**src/rtl/teclado_matricial_if.sv**
```systemverilog
// Keypad-side lines (rows in, columns out) and the accepted-key outputs of the scanner.
// master = scanner, slave = keypad/operand-capture side; no handshake, pulses are fire-and-forget.
interface teclado_matricial_if;
    logic [3:0] filas;
    logic [3:0] columnas;
    logic [3:0] tecla;
    logic       tecla_valida;
    logic       tecla_presionada;

    modport master (
        input  filas,
        output columnas,
        output tecla,
        output tecla_valida,
        output tecla_presionada
    );

    modport slave (
        output filas,
        input  columnas,
        input  tecla,
        input  tecla_valida,
        input  tecla_presionada
    );
endinterface

```
**src/rtl/teclado_matricial.sv**
```systemverilog
// 4x4 keypad scanner/debouncer: one tecla_valida pulse per accepted press, DEBOUNCE_CYCLES+1 after the row sample.
// No backpressure: downstream must take the pulse in the cycle it appears.
module teclado_matricial #(
    parameter int SCAN_DIV        = 27000,
    parameter int DEBOUNCE_CYCLES = 270000
) (
    input  logic                 clk,
    input  logic                 rst,
    teclado_matricial_if.master  kp
);

    localparam int DIV_W = $clog2(SCAN_DIV);
    localparam int DEB_W = $clog2(DEBOUNCE_CYCLES);
    localparam logic [DIV_W-1:0] DIV_LAST = DIV_W'(SCAN_DIV - 1);
    localparam logic [DEB_W-1:0] DEB_LAST = DEB_W'(DEBOUNCE_CYCLES - 1);

    typedef enum logic [1:0] {
        SCAN         = 2'd0,
        DEBOUNCE     = 2'd1,
        PRESS        = 2'd2,
        WAIT_RELEASE = 2'd3
    } state_t;

    state_t           state, state_n;
    logic [3:0]       filas_m, filas_s;
    logic [DIV_W-1:0] div, div_n;
    logic [DEB_W-1:0] cnt, cnt_n;
    logic [1:0]       col, col_n;
    logic [1:0]       cand_row, cand_row_n;
    logic [1:0]       low_row;
    logic             any_low;
    logic             row_low;
    logic [3:0]       tecla_q;
    logic             valida_q;
    logic             presionada_q;

    function automatic logic [3:0] codigo(input logic [1:0] r, input logic [1:0] c);
        logic [3:0] code;
        case ({r, c})
            4'b00_00: code = 4'h1;
            4'b00_01: code = 4'h2;
            4'b00_10: code = 4'h3;
            4'b00_11: code = 4'hA;
            4'b01_00: code = 4'h4;
            4'b01_01: code = 4'h5;
            4'b01_10: code = 4'h6;
            4'b01_11: code = 4'hB;
            4'b10_00: code = 4'h7;
            4'b10_01: code = 4'h8;
            4'b10_10: code = 4'h9;
            4'b10_11: code = 4'hC;
            4'b11_00: code = 4'hE;
            4'b11_01: code = 4'h0;
            4'b11_10: code = 4'hF;
            default:  code = 4'hD;
        endcase
        return code;
    endfunction

    // Lowest-index low row has priority when several keys share the column.
    always_comb begin
        low_row = 2'd0;
        for (int i = 3; i >= 0; i--) begin
            if (!filas_s[i]) low_row = 2'(i);
        end
    end

    assign any_low = ~&filas_s;
    assign row_low = ~filas_s[cand_row];

    always_comb begin
        state_n    = state;
        div_n      = div;
        cnt_n      = cnt;
        col_n      = col;
        cand_row_n = cand_row;
        case (state)
            SCAN: begin
                if (div == DIV_LAST) begin
                    div_n = '0;
                    if (any_low) begin
                        state_n    = DEBOUNCE;
                        cand_row_n = low_row;
                        cnt_n      = '0;
                    end else begin
                        col_n = col + 2'd1;
                    end
                end else begin
                    div_n = div + 1'b1;
                end
            end
            DEBOUNCE: begin
                if (!row_low) begin
                    state_n = SCAN;
                    col_n   = col + 2'd1;
                    cnt_n   = '0;
                    div_n   = '0;
                end else if (cnt == DEB_LAST) begin
                    state_n = PRESS;
                    cnt_n   = '0;
                end else begin
                    cnt_n = cnt + 1'b1;
                end
            end
            PRESS: begin
                state_n = WAIT_RELEASE;
                cnt_n   = '0;
            end
            WAIT_RELEASE: begin
                // Any low glitch restarts the release count.
                if (row_low) begin
                    cnt_n = '0;
                end else if (cnt == DEB_LAST) begin
                    state_n = SCAN;
                    col_n   = col + 2'd1;
                    cnt_n   = '0;
                    div_n   = '0;
                end else begin
                    cnt_n = cnt + 1'b1;
                end
            end
            default: state_n = SCAN;
        endcase
    end

    always_ff @(posedge clk) begin
        if (rst) begin
            state        <= SCAN;
            filas_m      <= 4'hF;
            filas_s      <= 4'hF;
            div          <= '0;
            cnt          <= '0;
            col          <= 2'd0;
            cand_row     <= 2'd0;
            tecla_q      <= 4'h0;
            valida_q     <= 1'b0;
            presionada_q <= 1'b0;
        end else begin
            state        <= state_n;
            filas_m      <= kp.filas;
            filas_s      <= filas_m;
            div          <= div_n;
            cnt          <= cnt_n;
            col          <= col_n;
            cand_row     <= cand_row_n;
            valida_q     <= (state_n == PRESS);
            presionada_q <= (state_n == PRESS) || (state_n == WAIT_RELEASE);
            if (state_n == PRESS) tecla_q <= codigo(cand_row, col);
        end
    end

    assign kp.columnas         = ~(4'b0001 << col);
    assign kp.tecla            = tecla_q;
    assign kp.tecla_valida     = valida_q;
    assign kp.tecla_presionada = presionada_q;

endmodule

```
**src/flat_wrapper.sv**
```systemverilog
// flat-port wrapper written by rule: the top's interface ports become plain ports
module teclado_matricial_flat 
#(
    parameter int SCAN_DIV        = 27000,
    parameter int DEBOUNCE_CYCLES = 270000
)
  (clk, rst, kp_filas, kp_columnas, kp_tecla, kp_tecla_valida, kp_tecla_presionada);
  teclado_matricial_if kp_i ();
  input  logic clk;
  input  logic rst;
  input wire logic [$bits(kp_i.filas)-1:0] kp_filas;
  output wire logic [$bits(kp_i.columnas)-1:0] kp_columnas;
  output wire logic [$bits(kp_i.tecla)-1:0] kp_tecla;
  output wire logic [$bits(kp_i.tecla_valida)-1:0] kp_tecla_valida;
  output wire logic [$bits(kp_i.tecla_presionada)-1:0] kp_tecla_presionada;
  assign kp_i.filas = kp_filas;
  assign kp_columnas = kp_i.columnas;
  assign kp_tecla = kp_i.tecla;
  assign kp_tecla_valida = kp_i.tecla_valida;
  assign kp_tecla_presionada = kp_i.tecla_presionada;
  teclado_matricial #(.SCAN_DIV(SCAN_DIV), .DEBOUNCE_CYCLES(DEBOUNCE_CYCLES)) u_core (.clk(clk), .rst(rst), .kp(kp_i));
endmodule
```
**config.mk**
```make
export PLATFORM = sky130hd
export DESIGN_NAME = teclado_matricial_flat
export DESIGN_NICKNAME = d
export VERILOG_FILES = /design/src/rtl/teclado_matricial_if.sv /design/src/rtl/teclado_matricial.sv /design/src/flat_wrapper.sv
export SDC_FILE = /design/constraint.sdc
export NUM_CORES = 1
export LEC_CHECK = 0
export BUFFER_PORTS_ARGS = -buffer_cell sky130_fd_sc_hd__buf_4
export CORE_MARGIN = 2
export CORE_UTILIZATION = 30
export DETAILED_ROUTE_END_ITERATION = 10
export PLACE_DENSITY = 0.5
export SYNTH_ARGS = -nofsm -noshare
export SYNTH_HDL_FRONTEND = slang
export SYNTH_SLANG_ARGS = --single-unit
```
**constraint.sdc**
```tcl
create_clock -name clk -period 3 [get_ports clk]
set_input_delay 0.3 -clock clk [delete_from_list [all_inputs] [get_ports clk]]
set_output_delay 0.3 -clock clk [all_outputs]
set_load 0.01 [all_outputs]
```
# Word level (Yosys, flattened, before mapping)
# Memory sizes are Yosys's and may differ from the RTL's. A register that Yosys moved wholly into a read port is not among the register bits.
# Cells that the tools add are included.
# Widths: inputs -> output; s select.
op_classes:
  mux: 30
  shift: 1
  add_sub_neg: 3
  n_eq_ne: 13
  n_lt_le_gt_ge: 1
  n_bitwise: 2
  n_reduce_logical: 8
ops:
  columns: ["operator", "n"]
  rows:
  - ["$mux 19", 5]
  - ["$pmux 19 s4", 1]
  - ["$mux 15", 4]
  - ["$pmux 15 s3", 1]
  - ["$mux 2", 15]
  - ["$add 19x1->19 const B", 1]
  - ["$eq 19x19->1 const B", 1]
  - ["$add 15x1->15 const B", 1]
  - ["$eq 15x15->1 const B", 1]
  - ["$ne 2x1->1 const B", 5]
  - ["$eq 2x2->1 const B", 4]
  - ["$pmux 2 s4", 1]
  - ["$reduce_and 4->1", 2]
  - ["$pmux 2 s3", 1]
  - ["$reduce_and 6->1", 1]
  - ["$not 4->4", 1]
  - ["$shl 1x2->4 const A", 1]
  - ["$lt 2x3->1 const B", 1]
  - ["$reduce_and 3->1", 1]
  - ["$reduce_bool 3->1", 1]
  - ["$add 2x1->2 const B", 1]
  - ["$bmux 1 s2", 1]
  - ["$eq 2x1->1 const B", 1]
  - ["$logic_not 2->1", 1]
  - ["5 further kinds", 5]
word_totals:
  register_bits: 50
  elab_cells: 68
  mem_bits_ro: 64
  input_bits: 6
  memories: 1
mem_list:
  columns: ["name", "depth", "width", "rd", "rd_ports_with_merged_regs", "wr", "line", "text"]
  rows:
  - ["(name not given)", 16, 4, 1, 1, 0, "teclado_matricial.sv:39", "case ({r, c})"]

# Depth between registers and ports, before layout
depth:
  ltp_word: 6
  depth_mapped: 8
  depth_no_buf: 7

# Worst setup path after synthesis
# No wires, ideal clock.
synth_path:
  path_type: "flip-flop to flip-flop"
  from: "reg u_core.div[9]"
  to: "reg u_core.cnt[0]"
  t_required_ps: 2868
  synth_period_minus_slack_ps: 2422
  setup_slack_ps: 578
  arrival_ps: 2290
  stages_incl_launch_ff: 8
  path_cell_list: "dfxtp_1 or4b_4 or4_4 o21a_1 buf_6 a41oi_4 buf_4 nor3_1"
synth_via:
  elab_chain_cells: 3
synth_lines:
  columns: ["element", "line", "text"]
  rows:
  - ["start: declaration", "teclado_matricial.sv:26", "logic [DIV_W-1:0] div, div_n;"]
  - ["start signal: assignment", "teclado_matricial.sv:142", "div <= div_n;"]
  - ["$eq 15x15->1", "teclado_matricial.sv:79", "if (div == DIV_LAST) begin"]
  - ["$ne 2x1->1 (no source line)", null, null]
  - ["$reduce_and 2->1 (no source line)", null, null]
  - ["end signal: assignment", "teclado_matricial.sv:143", "cnt <= cnt_n;"]
  - ["end: declaration", "teclado_matricial.sv:27", "logic [DEB_W-1:0] cnt, cnt_n;"]
# Every way passes these cells.
# A chain may end at the register's enable or synchronous reset.

# Final worst setup path
layout_path:
  from: "reg u_core.div[9]"
  to: "reg u_core.cnt[11]"
# Same word-level chain as after synthesis.

==> metrics.md <==
| Metric | Value |
|---|---|
| CTS max path bufs | 2 |
| GR Layer Usage met3 | 0.0229 |
| WL final | 6450 µm |
| Pwr Total | 1.23 mW |
| Main synth FF type | dfxtp_1 |
| CP Launch Type | flop |
| Largest net degree at the start of global routing | 50 |
| Crit Path Category | reg2reg |
| Flop2flop setup slack | 0.37 ns |
| Max_cap viols | 0 |
| Core area | 9200 µm² |
| Worst rel slew slack | 0.423 |
| Clock Latency Late Sink | 0.32 ns |
| Area grow syn2layout | 11.3% |
| Critical path buffers and inverters | 0 |
| N_diodes | 0 |
| Hold buffers post-CTS | 0 |
| DR iter-0 viols | 117 |
| Family with the most delay on the worst path | simple AND/OR/NAND/NOR gates |
| Die Height | 101 µm |
| Leak Pwr | 1.01 nW |
| Setup Buffers After CTS | 0 |
| H-tree levels | 2 |
| Final slew viol count | 0 |
| Fin area | 3150 µm² |
| Achievable Freq | 381 MHz |
| Syn Area/Cell | 8.70 µm² |
| Final setup TNS | 0 ns |
| Worst hold path class | in2reg |
| Die area | 10200 µm² |
| Vias in the first global route | 2264 |
| CP peak stage delay | 0.57 ns |
| Drt pass-1 iters | 4 |
| Syn Inst Count | 325 |
| Final Util | 0.342 |
| Port Buffer Count | 15 |
| Final Skew | 0.00992 ns |
| Max VDD drop | 0.000204 V |
| CP Max Fanout | 14 |
| Yosys warning count | 0 |
| Hold path startpoint | kp_filas[1] |
| Final period util | 0.876 |
| Status | completed |
| Critical Path End Type | flop |
| GPL Wtd Cong | 0.753 |
| Layout cell share with drive strength beyond 1 | 0.148 |
| RSZ-0062 raised after global routing | no |
| CP Cell Sequence | or4b_4 > nor4_1 > a21oi_1 > or4_1 > a211oi_1 |
| Die W | 101 µm |
| Post-Syn Area | 2830 µm² |
| Commonest non-fill, non-tap cell in the layout | dfxtp_1 |
| Critical path data arrival time | 2.86 ns |
| First-pass GRT wire length | 10900 µm |
| FF/Latch Area | 1080 µm² |
| FF+latch count, synth | 54 |
| Most Used Layer, Global Route | met2 |
| Via count | 2461 |
| Syn nets | 339 |
| Area occupied by multi-input gates | 1600 µm² |
| WHS Path Cells | 2 |
| Cell area after placement | 3050 µm² |
| # IOs | 16 |
| Initial antenna violation count | 0 |
| Root buffer selected by CTS | clkbuf_8 |
| # rows | 35 |
| Gr usage total | 0.132 |
| Hold_ws | 0.154 ns |
| CTS tree | yes |
| Clk sinks | 54 |
| Post-cts resize count | 0 |
| Via density | 5.48 |
| Power per standard cell area | 392 nW/µm² |
| Crit path time final | 2.63 ns |
| Distinct cells, synth | 50 |
| Final hold violation count | 0 |
| Commonest cells after routing, fill and taps aside | dfxtp_1 (54), buf_4 (21), inv_1 (19), nor2_1 (19), a211oi_1 (19) |
| Slowest stage cell, crit path | or4b_4 |
| Worst r2r dst | u_core.cnt[11]$_SDFFE_PP0P_ |
| Dpl hpwl | 4430 µm |
| Met2 Use GR | 0.213 |
| Asr flop ratio synth | 0 |
| Routed Antenna Nets | 0 |
| Layout Nets | 351 |
| Seq/Total Area, Yosys | 0.382 |
| Worst-Margin Slew | 0.866 ns |
| Detailed-route wire length per cell | 14.4 µm |
| DRC violations left | 0 |
| R2R depth | 5 |
| Post-synth EDFFs | 0 |
| Worst r2r src | u_core.div[9]$_SDFFE_PP0P_ |
| Worst Hold End | u_core.filas_m[1]$_SDFF_PP1_ |
| Worst Path Required | 3.23 ns |
| GR Util met1 | 0.183 |
| Setup violations, final | 0 |
| TritonCTS Buffers | 5 |
| Final-layout fill cell count | 979 |
| GR Overflow Total | 0 |
| Initial Util | 0.307 |
| Clock slew at reported path FFs | 0.11 ns |
==> per-layer routing <==
| metal | vias to the layer above | routed length, µm |
|---|---|---|
| met1 | 1181 | 3190 |
| met5 | - | 0 |
| li1 | 1245 | - |
| met2 | 30 | 3010 |
| met3 | 5 | 205 |
| met4 | 0 | 41 |
==> worst max path at each step <==
stage,start,to,depth (start not counted)
floorplan,u_core.div[9]$_SDFFE_PP0P_,u_core.cnt[0]$_SDFFE_PP0P_,7
global placement,u_core.div[9]$_SDFFE_PP0P_,u_core.cnt[11]$_SDFFE_PP0P_,5
detailed placement,u_core.div[9]$_SDFFE_PP0P_,u_core.cnt[11]$_SDFFE_PP0P_,5
CTS,u_core.div[9]$_SDFFE_PP0P_,u_core.cnt[11]$_SDFFE_PP0P_,5
global route,u_core.div[9]$_SDFFE_PP0P_,u_core.cnt[11]$_SDFFE_PP0P_,5
finish,u_core.div[9]$_SDFFE_PP0P_,u_core.cnt[11]$_SDFFE_PP0P_,5
==> registers in the layout (all words and copies together), names as in the netlist <==
name	cells
u_core.state	2
u_core.filas_s	4
u_core.filas_m	4
u_core.div	15
u_core.kp.tecla_presionada	1
u_core.cand_row	2
u_core.col	2
u_core.kp.tecla_valida	1
u_core.cnt	19
u_core.kp.tecla	4
==> report_power, final <==
part	total [mW]	switching [mW]	internal, mW	leakage (nW)
registers	0.736	0.00838	0.727	0.438
logic	0.0480	0.0264	0.0216	0.521
clock network	0.451	0.276	0.176	0.0506
total	1.23	0.310	0.925	1.01
==> cell type report <==
type / count / share of cell area
clock buffer: 5 / 0.0219
timing repair buffer: 21 / 0.0501
multi-input combinational: 236 / 0.509
tap: 111 / 0.0441
inverter: 19 / 0.0227
clock inverter: 3 / 0.00914
sequential: 54 / 0.343
==> Yosys cell counts (all sizes together), types with 2 or more instances <==
cell	instances	share of area
a211oi	20	0.055
a21oi	17	0.030
a31oi	3	0.0066
and2	3	0.0066
and3	2	0.0044
and4	4	0.012
buf	4	0.010
clkbuf	12	0.016
dfxtp	54	0.38
ha	8	0.035
inv	19	0.025
mux2	2	0.0080
mux2i	8	0.028
mux4	2	0.016
nand2	12	0.016
nand2b	8	0.018
nand3	13	0.023
nand4	10	0.022
nor2	19	0.025
nor3	11	0.021
nor4	5	0.011
nor4b	2	0.0062
o21a	2	0.0053
o21ai	17	0.030
o31ai	14	0.037
o41ai	2	0.0062
or2	10	0.022
or3	15	0.033
or4	11	0.031
or4b	2	0.0084
==> metrics by stage <==
step	setup slack, ns	cells
after detailed placement	0.383	441
final	0.372	449
after global routing	0.116	449
after CTS	0.367	449
after floorplan	0.578	325
after global placement	0.479	441
==> cell families (layout without fill, tap and decap cells) <==
logic type      Yosys count  in the layout  share of synthesized area
simple gates            131            131                      0.271
fa+ha+maj                 8              8                     0.0354
buf+inv                  35             48                     0.0513
compound gates           83             83                      0.201
flops                    54             54                      0.382
xor+xnor                  2              2                    0.00620
mux                      12             12                     0.0522
Power figures use the tool's default switching activity.
